### src/rtl/mem_req_arbiter.sv
// mem_req_arbiter: shares one downstream memory port between an instruction
// requester and a data requester. Exactly one downstream transaction is in
// flight at a time (IDLE -> [ADDR] -> DATA -> IDLE). Data normally wins, but
// after STARVE_LIMIT consecutive data grants with inst waiting, inst wins.
// Request valid and address handshakes pass through combinationally so an
// accepted request costs no extra cycle; responses are steered to the owner.

module mem_req_arbiter #(
    parameter int STARVE_LIMIT = 4
) (
    input  logic        clk,
    input  logic        resetn,

    input  logic        inst_req,
    input  logic [70:0] inst_req_bus,
    output logic        inst_addr_ok,
    output logic        inst_data_ok,
    output logic [31:0] inst_rdata,

    input  logic        data_req,
    input  logic [70:0] data_req_bus,
    output logic        data_addr_ok,
    output logic        data_data_ok,
    output logic [31:0] data_rdata,

    output logic        mem_req,
    output logic [70:0] mem_req_bus,
    input  logic        mem_addr_ok,
    input  logic        mem_data_ok,
    input  logic [31:0] mem_rdata
);

    // Counter must be able to hold STARVE_LIMIT itself; keep at least one bit.
    localparam int CNT_W = (STARVE_LIMIT < 1) ? 1 : $clog2(STARVE_LIMIT + 1);
    localparam logic [CNT_W-1:0] LIMIT = CNT_W'(STARVE_LIMIT);

    // Requester index: 0 = inst, 1 = data.
    localparam int NREQ = 2;

    typedef enum logic [1:0] {
        IDLE = 2'd0,
        ADDR = 2'd1,
        DATA = 2'd2
    } state_t;

    state_t           state_reg,      state_next;
    logic             owner_reg,      owner_next;
    logic [CNT_W-1:0] starve_cnt_reg, starve_cnt_next;

    // Requesters gathered into indexable form so steering is uniform.
    logic [NREQ-1:0] req_vec;
    logic [70:0]     req_bus_arr [NREQ];

    assign req_vec[0]     = inst_req;
    assign req_vec[1]     = data_req;
    assign req_bus_arr[0] = inst_req_bus;
    assign req_bus_arr[1] = data_req_bus;

    // Inst wins when it has been starved long enough, or when data is idle.
    logic starve_at_limit;
    logic winner;

    assign starve_at_limit = (starve_cnt_reg == LIMIT);
    assign winner          = data_req & ~(inst_req & starve_at_limit);

    // Unqualified (pre-reset-gating) handshake results for this cycle.
    logic        mem_req_c;
    logic [70:0] mem_req_bus_c;
    logic        grant_c;
    logic        grant_idx_c;
    logic        resp_c;

    // Next-state, grant and response decode for the transaction FSM.
    always_comb begin
        state_next      = state_reg;
        owner_next      = owner_reg;
        starve_cnt_next = starve_cnt_reg;
        mem_req_c       = 1'b0;
        mem_req_bus_c   = '0;
        grant_c         = 1'b0;
        grant_idx_c     = owner_reg;
        resp_c          = 1'b0;

        case (state_reg)
            IDLE: begin
                mem_req_c   = |req_vec;
                grant_idx_c = winner;
                if (mem_req_c) begin
                    mem_req_bus_c = req_bus_arr[winner];
                    // Owner is latched even when not yet accepted so the
                    // grant cannot move while we wait in ADDR.
                    owner_next    = winner;
                    if (mem_addr_ok) begin
                        grant_c    = 1'b1;
                        state_next = DATA;
                    end else begin
                        state_next = ADDR;
                    end
                end
            end

            ADDR: begin
                // A requester dropping its valid here does not cancel; the
                // downstream has already seen the request.
                mem_req_c     = 1'b1;
                mem_req_bus_c = req_bus_arr[owner_reg];
                grant_idx_c   = owner_reg;
                if (mem_addr_ok) begin
                    grant_c    = 1'b1;
                    state_next = DATA;
                end
            end

            DATA: begin
                // Returning to IDLE here means the next request can only be
                // issued on the following cycle.
                if (mem_data_ok) begin
                    resp_c     = 1'b1;
                    state_next = IDLE;
                end
            end

            default: begin
                state_next = IDLE;
            end
        endcase

        // Fairness bookkeeping happens only on accepted requests.
        if (grant_c) begin
            if (grant_idx_c == 1'b0) begin
                starve_cnt_next = '0;
            end else if (inst_req && !starve_at_limit) begin
                starve_cnt_next = starve_cnt_reg + 1'b1;
            end
        end
    end

    // State, owner and starvation counter; reset acts without a clock edge.
    always_ff @(posedge clk or negedge resetn) begin
        if (!resetn) begin
            state_reg      <= IDLE;
            owner_reg      <= 1'b0;
            starve_cnt_reg <= '0;
        end else begin
            state_reg      <= state_next;
            owner_reg      <= owner_next;
            starve_cnt_reg <= starve_cnt_next;
        end
    end

    // Per-requester handshake steering; everything is forced low in reset.
    logic [NREQ-1:0] addr_ok_vec;
    logic [NREQ-1:0] data_ok_vec;
    logic [31:0]     rdata_arr [NREQ];

    generate
        for (genvar gi = 0; gi < NREQ; gi++) begin : g_req
            assign addr_ok_vec[gi] = resetn & grant_c & (grant_idx_c == 1'(gi));
            assign data_ok_vec[gi] = resetn & resp_c  & (owner_reg   == 1'(gi));
            assign rdata_arr[gi]   = data_ok_vec[gi] ? mem_rdata : 32'd0;
        end
    endgenerate

    assign inst_addr_ok = addr_ok_vec[0];
    assign inst_data_ok = data_ok_vec[0];
    assign inst_rdata   = rdata_arr[0];
    assign data_addr_ok = addr_ok_vec[1];
    assign data_data_ok = data_ok_vec[1];
    assign data_rdata   = rdata_arr[1];

    assign mem_req      = resetn & mem_req_c;
    assign mem_req_bus  = resetn ? mem_req_bus_c : 71'd0;

endmodule

### config.mk
export PLATFORM = sky130hd
export DESIGN_NAME = mem_req_arbiter
export DESIGN_NICKNAME = d
export VERILOG_FILES = /design/src/rtl/mem_req_arbiter.sv
export SDC_FILE = /design/constraint.sdc
export NUM_CORES = 1
export LEC_CHECK = 0
export BUFFER_PORTS_ARGS = -buffer_cell sky130_fd_sc_hd__buf_2
export CORE_AREA = 2 2 123 125
export DETAILED_ROUTE_END_ITERATION = 16
export DIE_AREA = 0 0 125 127
export PLACE_DENSITY = 0.47
export SLEW_MARGIN = 40
export SYNTH_ARGS = -nofsm -noshare
export SYNTH_HDL_FRONTEND = slang
export SYNTH_SLANG_ARGS = --single-unit
### constraint.sdc
create_clock -name clk -period 1.7 [get_ports clk]
set_input_delay 0.17 -clock clk [delete_from_list [all_inputs] [get_ports clk]]
set_output_delay 0.17 -clock clk [all_outputs]
set_load 0.05 [all_outputs]
======== Word level (Yosys, flattened, before mapping) ========
Cells that the tools add are included.
word-level totals
  register bits ........................... 6
  output and inout bits ................... 140
  input port bits ......................... 180
  logic and storage cells ................. 59
operators by class
  $lt $le $gt $ge ......................... 2
  reductions and logical operators ........ 7
  equality and inequality tests ........... 7
  add/sub/neg operators ................... 1
  muxes and demuxes ....................... 25
  bitwise operators ....................... 14
operator list
  operator             number
  $mux 71              8
  $pmux 71 s2          1
  $mux 32              2
  $and 1x1->1          9
  $mux 2               4
  $mux 3               2
  $ne 2x2->1 const B   3
  $pmux 2 s3           1
  $mux 1               5
  $ge 2x2->1 const B   2
  $not 1->2            2
  $pmux 1 s2           2
  $reduce_and 2->1     2
  $add 3x1->3 const B  1
  $eq 3x3->1 const B   1
  $not 1->1            3
  $reduce_and 3->1     1
  $eq 2x1->1 const B   1
  $eq 2x2->1 const B   1
  $logic_not 2->1      1
  $ne 2x1->1 const B   1
  $reduce_or 2->1      1
  $logic_and 1x1->1    1
  $logic_not 1->1      1

======== Logic depth before layout (Yosys ltp) ========
  word-level depth ........................ 11
  gate-level depth with buffers ........... 7
  gate-level depth less buffers ........... 6

======== Worst setup path after synthesis ========
OpenSTA, ideal clock, no wires.
  kind .................................... reg-to-output
  from .................................... register state_reg[1]
  to ...................................... output port inst_addr_ok
  cell stages (with the launch flop) ...... 5
  arrival time ............................ 2143 ps
  path slack .............................. -613 ps
  buffers on the path ..................... 0
  required time ........................... 1530 ps
  cells stage by stage .................... dfrtp_1 -> nand2b_1 -> nor2_1 -> nand2_1 -> nor2_1
on the way
  longest elaborated chain between the ends .. 4
  elaborated cells on any way between the ends .. 7
  classes of those cells .................. 1 x eq/ne; 2 x mux; 3 x bitwise; 1 x reduce/logical
RTL lines
  item                                           RTL line  RTL
  start: declaration                             46        state_t state_reg, state_next;
  start signal: assignment                       145       state_reg <= state_next;
  $eq 2x1->1 or $logic_not 2->1 (tied branches)  84        case (state_reg)
  $pmux 1 s2 or $mux 1 (tied branches)           84
  $and 1x1->1 or $not 1->1 (tied branches)       158       assign addr_ok_vec[gi] = resetn & grant_c & (grant_idx_c == 1'(gi));
  $and 1x1->1 *                                  158
  end: declaration                               16        output logic inst_addr_ok,
Every way passes the cells marked *; elsewhere a longest branch is shown, timed or not.

======== Worst setup path in the final report ========
  from .................................... register starve_cnt_reg[0]
  to ...................................... output port mem_req_bus[32]
on the way
  longest elaborated chain between the ends .. 11
RTL lines
  item                                        RTL line  RTL
  start: declaration                          48        logic [CNT_W-1:0] starve_cnt_reg, starve_cnt_next;
  start signal: assignment                    147       starve_cnt_reg <= starve_cnt_next;
  $eq 3x3->1                                  63        assign starve_at_limit = (starve_cnt_reg == LIMIT);
  $and 1x1->1                                 64        assign winner = data_req & ~(inst_req & starve_at_limit);
  $not 1->1                                   64
  $and 1x1->1                                 64
  $not 1->2 (implied by the code)             89        mem_req_bus_c = req_bus_arr[winner];
  $mux 71 (implied by the code) (3 in a row)  89
  $mux 71                                     88        if (mem_req_c) begin
  $pmux 71 s2                                 84
  $mux 71                                     172       assign mem_req_bus = resetn ? mem_req_bus_c : 71'd0;
  end: declaration                            27        output logic [70:0] mem_req_bus,
Every way passes these cells. The select of a mux whose other input is x is not followed.

==> results.toml <==
[timing]
rsz0062_at_grt = "true"
relSlewSlack_pct = 80.2
skew_ps = 0.701
fmax_mhz = 480
slew_violations = 0
timing.final.crit_share_pct = 123
fin_crit_ps = 2080
setup_viol = 138
final_hold_viol_count = 0
setup_tns_ps = -33840
tightestPinTransition_ps = 297
worst_slack_ps = -384

[detailed_routing]
drc = 0
avgRoutedWirePerCell_um = 15.9
route.antenna.remaining_nets = 0
drt_iter0_markers = 54
viasPerCell = 4.20
dr.pass1.iters = 4
wl_um = 12100
vias = 3204

[clock_network]
clock_latency_ps = 230
cts_tree = "yes"
cts_buffers = 3
clk_pin_slew_ps = 30
htreeDepth = 1
cts_sinks = 6
cts-root-buf = "clkbuf_16"
ctsLongestPathBuffers = 2

[outcome]
violations = "negative setup slack"
status = "complete, but fails checks"

[grt]
grt_max_degree = 21
grt_antenna_before_repair = 0
grt_first_pass_wirelength_um = 18200
grt_pass1_vias = 3592
track_usage_pct = 14.0
overflow = 0

[yosys]
async_flop_share_pct = 100
synth_edf_count = 0
syn_nets = 389
syn_area_per_cell_um2 = 7.83
ys_warn_count = 0
syn_inst = 207
synth_seq_cells = 6
ys_types = 33
synthFlopType = "dfrtp_1"
synth_area_um2 = 1620
yosysSeqAreaShare_pct = 9.26

[cells_and_area]
stdcell_count = 762
diodes = 0
syn_to_final_growth_pct = 276
layout-drive-gt1-share_pct = 93.1
nFillCells = 1335
largest_reg_flops = 3
num-nets-final = 762

[floorplan]
coreArea_um2 = 14400
ioPinCount = 320
dieWidth_um = 125
num_rows = 44
die_h_um = 127
start_util_pct = 11.2
die-area_um2 = 15900

[setup_path]
path_class = "flop to primary output"
r2r_start = "state_reg[0]$_DFFE_PN0P_"
cp.arrival_ps = 1910
worstPathRequired_ps = 1530
critPathLaunchType = "flop"
crit_fanout = 18
endpoint_kind = "primary output"
cp-startpoint = "starve_cnt_reg[0]$_DFFE_PN0P_"
r2r_slack_ps = 20

[power]
comb_power_share_pct = 84.2
p_sw_mw = 1.78
internal_power_mw = 1.99
vdd_drop_max_mv = 0.425
sequentialPowerShare_pct = 5.7
p_per_area_nw_per_um2 = 619
leakagePower_nw = 3.22
netSwitchingFraction_pct = 47.2
clockPowerShare_pct = 10.1
power_mw = 3.77

[min_path]
hold_class = "primary input to flop"
hp-start = "mem_addr_ok"

[placement]
io_buffers = 319
gp_congestion = 0.845
placedCellCount = 738
place_ws_ps = -255
place_hpwl_um = 9130

[job]
maxCapViolations = 0
==> worst max-delay path, cell delays in order (launching register included) <==
cell	delay [ps]
dfrtp_1	370
inv_2	90
ha_4	150
a21bo_1	130
nand3_2	100
a21oi_4	190
buf_12	170
buf_4	160
a22o_2	160
buf_8	150
==> area by class of cell <==
class	count	area (um2)	share of cell area, %
Timing Repair Buffer	389	3550	58.3
Multi-Input combinational cell	175	2070	33.9
Tap cell	184	230	3.78
Sequential cell	6	150	2.46
Clock buffer	3	75.1	1.23
Inverter	5	18.8	0.308
==> kinds of logic after synthesis <==
logic type / synth area share [%]
and+or+nand+nor: 34.3
AOI/OAI and AO/OA: 44.4
adders and majority gates: 1.54
DFF: 9.26
buffers and inverters: 10.5
==> cell usage in the layout, fill, tap and decap left out, drive strengths merged, types with 2 or more instances in the layout <==
cell type	count
buf	388
a22o	72
and2	65
nand2	7
dfrtp	6
inv	5
nor2	4
nand3	4
clkbuf	3
a21oi	3
nor3b	2
nor3	2
nand4	2
o21ai	2
ha	2
==> through the flow <==
| stage | hold slack, ps | area, um2 | util, % |
|---|---|---|---|
| 2_1_floorplan | -126 | 2230 | - |
| 3_3_place_gp | 93.0 | 4380 | 30.4 |
| 3_5_place_dp | 100 | 4380 | 30.4 |
| 4_1_cts | 176 | 5930 | 41.1 |
| 5_1_grt | 177 | 6090 | 42.2 |
| 6_report | 170 | 6090 | 42.2 |
==> power groups by stage <==
| stage | logic (mW) | clock network [mW] | registers (mW) |
|---|---|---|---|
| 6_report | 3.18 | 0.380 | 0.215 |
| 5_1_grt | 3.32 | 0.398 | 0.222 |
| 4_1_cts | 3.10 | 0.388 | 0.215 |
| 3_5_place_dp | 2.49 | 0 | 0.218 |
| 3_3_place_gp | 2.45 | 0 | 0.217 |
| 2_1_floorplan | 1.70 | 0 | 0.218 |
==> routing by layer <==
layer  global-route usage, %  vias to the layer above  routed length (um)
met1                    14.0                     1478                4070
met2                    29.4                      197                6950
li1                        -                     1515                   -
met3                    2.76                       14                 978
met4                    2.81                        0                 141
met5                       0                        -                   0
==> what timing repair did <==
action                     in CTS  in global routing
pin swaps                      37                 33
gates cloned                    4                  0
gates resized for setup       389                 47
hold buffers                    1                  0
setup buffers                  15                  1
hold endpoints to repair        6                  0
setup endpoints to repair     139                141
==> path summary, 6_finish.rpt <==
path | endpoint | depth (start not counted)
hold / removal | state_reg[0]$_DFFE_PN0P_ | 2
setup / recovery | mem_req_bus[32] | 9
max in group asynchronous | starve_cnt_reg[0]$_DFFE_PN0P_ | 3
hold reg to reg | starve_cnt_reg[1]$_DFFE_PN0P_ | 2
setup reg to reg | starve_cnt_reg[0]$_DFFE_PN0P_ | 7
min in group asynchronous | state_reg[1]$_DFFE_PN0P_ | 3
==> Yosys cell counts, types with 3 or more instances <==
master | n | area (um2)
nand2_1 | 7 | 26.3
clkbuf_2 | 4 | 20.0
and2_1 | 65 | 407
buf_2 | 9 | 45.0
buf_6 | 7 | 78.8
inv_1 | 5 | 18.8
a22o_2 | 8 | 80.1
a22o_1 | 64 | 561
dfrtp_1 | 6 | 150
nand3_1 | 3 | 15.0
Note: power is estimated with default switching activity, not from simulation.
